### src/rtl/usi_spi_master_drv.sv
// usi_spi_master_drv: mode-0 SPI master byte engine (MSB first, 8-bit frames).
// Bytes enter over a valid/ready handshake. Received bytes leave as a one-cycle
// rx_valid strobe. The SCK half period is cfg_half_div+1 cpu_clk cycles.
module usi_spi_master_drv #(
  parameter int DIV_W = 8
) (
  input  logic             cpu_clk,
  input  logic             pad_cpu_rst_b,
  input  logic [DIV_W-1:0] cfg_half_div,
  input  logic             cfg_nss_hold,
  input  logic             tx_valid,
  input  logic [7:0]       tx_data,
  output logic             tx_ready,
  output logic             rx_valid,
  output logic [7:0]       rx_data,
  output logic             busy,
  output logic             spi_nss,
  output logic             spi_sck,
  output logic             spi_mosi,
  input  logic             spi_miso
);

  typedef enum logic [2:0] {
    ST_IDLE  = 3'd0,
    ST_SETUP = 3'd1,
    ST_HIGH  = 3'd2,
    ST_LOW   = 3'd3,
    ST_GAP   = 3'd4
  } state_t;

  state_t           state_r, state_s;
  logic [DIV_W-1:0] div_cnt_r, div_cnt_s;
  logic [DIV_W-1:0] half_r, half_s;
  logic             hold_r, hold_s;
  logic             gap_ph_r, gap_ph_s;
  logic [2:0]       bit_cnt_r, bit_cnt_s;
  logic [7:0]       tx_sh_r, tx_sh_s;
  logic [7:0]       rx_sh_r, rx_sh_s;
  logic [7:0]       rx_data_r, rx_data_s;
  logic             nss_r, nss_s;
  logic             sck_r, sck_s;
  logic             mosi_r, mosi_s;
  logic             rx_valid_r, rx_valid_s;

  logic             half_done_s;
  logic             end_of_byte_s;
  logic             accept_s;

  // The current phase has lasted its full T cycles.
  assign half_done_s   = (div_cnt_r == half_r);
  // This is the last cycle of the final LOW phase of a byte.
  assign end_of_byte_s = (state_r == ST_LOW) && half_done_s && (bit_cnt_r == 3'd0);
  // In hold mode the next byte can be taken in the end-of-byte cycle, so nss stays low.
  assign tx_ready      = (state_r == ST_IDLE) || (end_of_byte_s && hold_r);
  assign accept_s      = tx_valid && tx_ready;
  assign busy          = (state_r != ST_IDLE);

  assign spi_nss  = nss_r;
  assign spi_sck  = sck_r;
  assign spi_mosi = mosi_r;
  assign rx_valid = rx_valid_r;
  assign rx_data  = rx_data_r;

  // Compute the next state, phase timing, shift registers and pin values.
  always_comb begin
    state_s    = state_r;
    div_cnt_s  = half_done_s ? {DIV_W{1'b0}} : (div_cnt_r + DIV_W'(1));
    half_s     = half_r;
    hold_s     = hold_r;
    gap_ph_s   = gap_ph_r;
    bit_cnt_s  = bit_cnt_r;
    tx_sh_s    = tx_sh_r;
    rx_sh_s    = rx_sh_r;
    rx_data_s  = rx_data_r;
    nss_s      = nss_r;
    sck_s      = sck_r;
    mosi_s     = mosi_r;
    rx_valid_s = 1'b0;

    case (state_r)
      ST_IDLE: begin
        div_cnt_s = {DIV_W{1'b0}};
        gap_ph_s  = 1'b0;
        nss_s     = 1'b1;
        sck_s     = 1'b0;
        mosi_s    = 1'b0;
        if (accept_s) begin
          half_s    = cfg_half_div;
          hold_s    = cfg_nss_hold;
          tx_sh_s   = tx_data;
          bit_cnt_s = 3'd7;
          nss_s     = 1'b0;
          mosi_s    = tx_data[7];
          state_s   = ST_SETUP;
        end else begin
          state_s   = ST_IDLE;
        end
      end

      ST_SETUP: begin
        if (half_done_s) begin
          sck_s   = 1'b1;
          state_s = ST_HIGH;
        end else begin
          state_s = ST_SETUP;
        end
      end

      ST_HIGH: begin
        // Sample miso just before the falling edge; present the next bit on that same edge.
        if (half_done_s) begin
          rx_sh_s = {rx_sh_r[6:0], spi_miso};
          sck_s   = 1'b0;
          state_s = ST_LOW;
          if (bit_cnt_r != 3'd0) begin
            tx_sh_s = {tx_sh_r[6:0], 1'b0};
            mosi_s  = tx_sh_r[6];
          end else begin
            tx_sh_s = tx_sh_r;
          end
        end else begin
          state_s = ST_HIGH;
        end
      end

      ST_LOW: begin
        if (half_done_s) begin
          if (bit_cnt_r != 3'd0) begin
            bit_cnt_s = bit_cnt_r - 3'd1;
            sck_s     = 1'b1;
            state_s   = ST_HIGH;
          end else begin
            rx_data_s  = rx_sh_r;
            rx_valid_s = 1'b1;
            if (accept_s) begin
              half_s    = cfg_half_div;
              hold_s    = cfg_nss_hold;
              tx_sh_s   = tx_data;
              bit_cnt_s = 3'd7;
              mosi_s    = tx_data[7];
              state_s   = ST_SETUP;
            end else begin
              nss_s     = 1'b1;
              mosi_s    = 1'b0;
              gap_ph_s  = 1'b0;
              state_s   = ST_GAP;
            end
          end
        end else begin
          state_s = ST_LOW;
        end
      end

      ST_GAP: begin
        // The gap lasts two half periods: one pass of the divider per phase bit.
        if (half_done_s) begin
          if (gap_ph_r) begin
            state_s = ST_IDLE;
          end else begin
            gap_ph_s = 1'b1;
            state_s  = ST_GAP;
          end
        end else begin
          state_s = ST_GAP;
        end
      end

      default: begin
        state_s   = ST_IDLE;
        div_cnt_s = {DIV_W{1'b0}};
        nss_s     = 1'b1;
        sck_s     = 1'b0;
        mosi_s    = 1'b0;
      end
    endcase
  end

  // Register all engine state and the registered outputs.
  always_ff @(posedge cpu_clk or negedge pad_cpu_rst_b) begin
    if (!pad_cpu_rst_b) begin
      state_r    <= ST_IDLE;
      div_cnt_r  <= {DIV_W{1'b0}};
      half_r     <= {DIV_W{1'b0}};
      hold_r     <= 1'b0;
      gap_ph_r   <= 1'b0;
      bit_cnt_r  <= 3'd0;
      tx_sh_r    <= 8'h00;
      rx_sh_r    <= 8'h00;
      rx_data_r  <= 8'h00;
      nss_r      <= 1'b1;
      sck_r      <= 1'b0;
      mosi_r     <= 1'b0;
      rx_valid_r <= 1'b0;
    end else begin
      state_r    <= state_s;
      div_cnt_r  <= div_cnt_s;
      half_r     <= half_s;
      hold_r     <= hold_s;
      gap_ph_r   <= gap_ph_s;
      bit_cnt_r  <= bit_cnt_s;
      tx_sh_r    <= tx_sh_s;
      rx_sh_r    <= rx_sh_s;
      rx_data_r  <= rx_data_s;
      nss_r      <= nss_s;
      sck_r      <= sck_s;
      mosi_r     <= mosi_s;
      rx_valid_r <= rx_valid_s;
    end
  end

endmodule
### config.mk
export PLATFORM = sky130hd
export DESIGN_NAME = usi_spi_master_drv
export DESIGN_NICKNAME = d
export VERILOG_FILES = /design/src/rtl/usi_spi_master_drv.sv
export SDC_FILE = /design/constraint.sdc
export NUM_CORES = 1
export LEC_CHECK = 0
export ABC_AREA = 1
export CORE_ASPECT_RATIO = 1.5
export CORE_MARGIN = 4
export CORE_UTILIZATION = 35
export DETAILED_ROUTE_END_ITERATION = 10
export PLACE_DENSITY = 0.54
export SYNTH_ARGS = -nofsm -noshare
export SYNTH_HDL_FRONTEND = slang
export SYNTH_SLANG_ARGS = --single-unit
### constraint.sdc
create_clock -name cpu_clk -period 4.2 [get_ports cpu_clk]
set_input_delay 0.63 -clock cpu_clk [delete_from_list [all_inputs] [get_ports cpu_clk]]
set_output_delay 0.63 -clock cpu_clk [all_outputs]
set_load 0.03 [all_outputs]
; ---- Word level (Yosys, flattened, before mapping)
; Cells that the tools add are included.
[totals]
regBits = 52
inputBits = 21
output_inout_bits = 14
word_cells = 108
[classes]
add_sub_neg = 2
eq_ne = 13
n_mux = 52
bitwise = 4
n_reduce_logical = 24
[op_table]
columns = op, n
row1 = $mux W8, 10
row2 = $mux W1, 24
row3 = $mux W3, 8
row4 = $pmux W8 S3, 1
row5 = $reduce_and A5 Y1, 4
row6 = $pmux W8 S2, 1
row7 = $pmux W3 S5, 1
row8 = $ne A2 B2 Y1 const B, 7
row9 = $reduce_bool A3 Y1, 4
row10 = $add A8 B1 Y8 const B, 1
row11 = $eq A8 B8 Y1, 1
row12 = $pmux W1 S4, 2
row13 = $eq A3 B2 Y1 const B, 2
row14 = $logic_not A3 Y1, 2
row15 = $pmux W1 S3, 2
row16 = $pmux W3 S2, 1
row17 = $reduce_and A3 Y1, 2
row18 = $logic_and A1 B1 Y1, 4
row19 = $not A1 Y1, 4
row20 = $reduce_and A2 Y1, 2
row21 = $reduce_and A4 Y1, 1
row22 = $reduce_or A4 Y1, 1
row23 = $eq A3 B1 Y1 const B, 1
row24 = $eq A3 B3 Y1 const B, 1
row25 = other kinds (8), 8

; ---- Depth between registers and ports, before layout
[logic_depth]
depth_word = 10
ltp_mapped = 14
ltp_nobuf = 14

; ---- Least setup slack after synthesis
; Ideal clock, no wire load.
[synth_path]
path_type = register to output
start = register bit_cnt_r[0]
end = output tx_ready
t_arrival_ps = 1255
required_ps = 3570
slack_ps = 2315
stages_incl_launch_ff = 8
n_path_buf = 0
path_cell_list = dfrtp_1 > inv_1 > ha_1 > inv_1 > or2_1 > nor2_2 > nand4_1 > nand2_4
[synth_via]
elab_chain_len = 4
[synth_lines]
columns = item, line_no
row1 = start: declaration, 36  ; logic [2:0] bit_cnt_r, bit_cnt_s;
row2 = start signal: assignment, 200  ; bit_cnt_r <= bit_cnt_s;
row3 = $logic_not A3 Y1, 52  ; assign end_of_byte_s = (state_r == ST_LOW) && half_done_s && (bit_cnt_r == 3'd0);
row4 = $logic_and A1 B1 Y1, 52
row5 = $logic_and A1 B1 Y1, 54  ; assign tx_ready = (state_r == ST_IDLE) || (end_of_byte_s && hold_r);
row6 = $logic_or A1 B1 Y1, 54
row7 = end: declaration, 13  ; output logic tx_ready,
; No other way between the ends.

; ---- Worst setup path in the final report
; Same ends and word-level chain as after synthesis.

==> results_tabular.tex <==
\begin{tabular}{lr}
\hline
Metric & Value \\
\hline
\multicolumn{2}{l}{\textbf{Outcome}} \\
Result of the run & completed \\
\multicolumn{2}{l}{\textbf{Global routing}} \\
Total Routing Usage GR & 13.0\% \\
Via count of the first global-routing pass & 1954 \\
Maximum number of pins on one net before global-route repair & 52 \\
Residual overflow from global routing & 0 \\
Antenna violations before repair & 0 \\
First-pass GRT wire length & 8980 um \\
\multicolumn{2}{l}{\textbf{Critical path}} \\
Required time of the critical path & 3.57 ns \\
R2R setup slack & roughly 2.2 ns \\
Startpoint type of the worst setup path & flop \\
Critical-path cell list & inv\_1 -> ha\_1 -> inv\_1 -> or2\_1 -> nor2\_2 -> nand4\_1 -> nand2\_4 -> clkdlybuf4s50\_1 \\
Maximum fanout count along the critical path & 8 \\
Endpoint arrival time on the critical path & 2.36 ns \\
Largest stage delay, worst path & approximately 0.7 ns \\
Reg2reg path depth & 12 \\
R2R Path End & tx\_sh\_r[4] \\
Critical Path Slowest Stage Cell & clkdlybuf4s50\_1 \\
Number of logic stages on the critical path including buffering & 8 \\
Kind of end point of the critical path & primary output \\
Most common cell type on the critical path & inv\_1 \\
Reg2reg start & bit\_cnt\_r[0] \\
Number of buffers and inverters on the critical path & 3 \\
Critical path type & flop to primary output \\
Top delay family on crit path & buffers and inverters \\
Capture point of the worst path & tx\_ready \\
Launching instance or port of the critical path & bit\_cnt\_r[0] \\
\multicolumn{2}{l}{\textbf{Timing}} \\
Fmax & around 330 MHz \\
Number of slew-limit violations in the final report & 0 \\
Final cycle utilization of the critical path & 71.3\% \\
Worst slew pin tran & 0.671 ns \\
Clock skew & around 0.0057 ns \\
Worst hold margin & 0.445 ns \\
Final Hold Viols & 0 \\
Tightest slew margin relative to the limit & 55.3\% \\
Setup-failing EPs final & 0 \\
Final setup TNS & 0 ns \\
Setup repair after global routing missed its margin & no \\
Minimum period implied by the final worst setup slack & 2.99 ns \\
\multicolumn{2}{l}{\textbf{Pwr}} \\
Power Total & 1.55 mW \\
Pwr per Cell Area & 513 nW/um\^{}2 \\
Static Leakage & 1.52 nW \\
Worst IR drop on VDD & around 0.18 mV \\
\multicolumn{2}{l}{\textbf{Clocking}} \\
Number of buffers inserted during clock tree synthesis & 5 \\
Worst skew pair latency & 0.30 ns \\
Clock Sinks & 51 \\
Maximum buffer depth of the clock tree & 2 \\
Count of cells resized by post-cts repair & 0 \\
Clock-pin slew of the registers on the worst-case setup and hold paths & 0.09 ns \\
TritonCTS clock tree & built \\
Number of levels the H-tree was split into & 2 \\
Root Driver & clkbuf\_8 \\
Number of hold-repair buffers added at the cts stage & 0 \\
Post-CTS Setup Inserts & 0 \\
\multicolumn{2}{l}{\textbf{Synthesis}} \\
Share of the yosys chip area belonging to registers & between 50\% and 60\% \\
Mean instance size in the synthesized netlist & approximately 8 um\^{}2 \\
Number of nets in the synthesized netlist & $\sim$330 \\
Number of instances in the synthesized netlist & approximately 300 \\
Total standard cell area after synthesis & 2490 um\^{}2 \\
Synthesized flop and latch total & 51 \\
Synth Warn \# & 0 \\
Count of distinct cell types in the synthesized netlist & 26 \\
\multicolumn{2}{l}{\textbf{Cells and area}} \\
Synthesis-to-layout area growth & 21.5\% \\
Filler cell count in the final layout & 710 \\
Fraction of the core area covered by cells at the end of the flow & 43.9\% \\
Top library cells by usage in the layout, fill and taps aside & nand2\_1 (107), dfrtp\_1 (50), clkdlybuf4s50\_1 (33), inv\_1 (31), nor2\_1 (21) \\
Leading cell type in the layout, fill and taps excluded & nand2\_1 \\
Area of all sequential standard cells & 1280 um\^{}2 \\
Fraction of final layout cells sized beyond drive strength 1 & 10.7\% \\
Post-layout nets & 370 \\
Count of antenna diodes in the layout & 0 \\
Multi-input gate area & 1030 um\^{}2 \\
\multicolumn{2}{l}{\textbf{Drt}} \\
Drt via density & 4.66 \\
Via count & between 1500 and 2000 \\
Starting DRC count in detailed routing & 54 \\
Number of remaining DRC errors & 0 \\
Post-detailed-route count of antenna-violating nets & 0 \\
DRT Wirelength & 5230 um \\
Routed wire per std cell & around 12 um \\
DR pass1 iterations & 4 \\
\multicolumn{2}{l}{\textbf{Worst hold path}} \\
Hold Crit Class & primary input to asynchronous set/reset pin \\
\multicolumn{2}{l}{\textbf{Floorplan}} \\
Placeable Area & 6900 um\^{}2 \\
Number of top-level pins & 35 \\
Number of placement rows & 37 \\
Vertical extent of the die & 111 um \\
Initial core utilization & 36.1\% \\
Area of the die & 8560 um\^{}2 \\
Die width & 76.9 um \\
\multicolumn{2}{l}{\textbf{Placement}} \\
GP Congestion & around 0.81 \\
Port bufs & 34 \\
Total half-perimeter wirelength after legalization and detailed placement & 3690 um \\
\multicolumn{2}{l}{\textbf{Job}} \\
Number of maximum-capacitance violations & 0 \\
\hline
\end{tabular}
flip-flops by register name, summed over array words and instances, names as in the netlist:
name and flops:
half_r 8, rx_data 8, gap_ph_r 1, rx_valid 1, bit_cnt_r 3, spi_nss 1, div_cnt_r 8, spi_sck 1
spi_mosi 1, rx_sh_r 8, hold_r 1, state_r 3, tx_sh_r 7
metrics by stage:
stage / setup slack, ns / instance area, um^2 / cells
floorplan: 2.32 / 2490 / 308
global placement: 1.62 / 2910 / 417
detailed placement: 1.54 / 2910 / 417
CTS: 1.19 / 3030 / 425
global route: 1.10 / 3030 / 425
finish: 1.21 / 3030 / 425
layer usage:
| metal | vias to the layer above | part of all wire, % | GRT usage, % | wire [um] |
|---|---|---|---|---|
| met1 | 902 | 43 | 15.4 | 2250 |
| met2 | 31 | 51 | 22.2 | 2670 |
| met3 | 10 | 3.4 | 3.17 | 178 |
| met5 | - | 0 | 0 | 0 |
| met4 | 0 | 2.5 | 5.32 | 131 |
| li1 | 1036 | - | - | - |
where the power goes:
part	switching, mW	total (mW)	internal (mW)
registers	0.0872	0.701	0.613
logic	0.294	0.492	0.197
clock network	0.167	0.360	0.193
cells in the mapped netlist:
cell	instances	area, um^2
nand4_1	4	25.0
inv_2	10	37.5
dfstp_2	1	26.3
dfrtp_1	50	1250
buf_6	1	11.3
nand2_2	3	18.8
xor2_1	3	26.3
xnor2_1	4	35.0
nand2_4	5	56.3
o21ai_1	16	80.1
clkbuf_1	1	3.75
o211ai_1	1	7.51
nor3_1	4	20.0
nor2_4	3	33.8
nor2_1	21	78.8
o21ai_0	3	15.0
ha_1	3	37.5
or2_1	1	6.26
nor2_2	2	12.5
buf_2	3	15.0
o21ai_4	1	16.3
a21oi_1	9	45.0
inv_1	31	116
nand2_1	107	402
o31ai_2	1	12.5
nand3_1	20	100
worst min path at each step:
stage	depth (start not counted)	startpoint	slack (ns)	endpoint
floorplan	0	pad_cpu_rst_b	0.33	bit_cnt_r[0]
global placement	2	tx_sh_r[5]	0.45	tx_sh_r[5]
detailed placement	2	spi_nss	0.46	spi_nss
CTS	2	pad_cpu_rst_b	0.46	half_r[2]
global route	2	pad_cpu_rst_b	0.50	half_r[3]
finish	2	pad_cpu_rst_b	0.45	half_r[1]
area by class of cell:
| cell class | instances | share of cell area, % |
|---|---|---|
| clock inverters | 2 | 1.16 |
| repair buffers | 36 | 11.6 |
| flip-flops and latches | 51 | 42.2 |
| well taps | 78 | 3.23 |
| multi-input cells | 211 | 34.0 |
| clock buffers | 6 | 2.73 |
| inverters | 41 | 5.09 |
cell families after synthesis:
family	synth area share (%)
adders and majority gates	1.51
DFF	51.3
xor gates and xnor gates	2.46
and+or+nand+nor	30.3
AOI/OAI and AO/OA	7.09
buffers and inverters	7.39
Note: power is estimated with default switching activity, not from simulation.
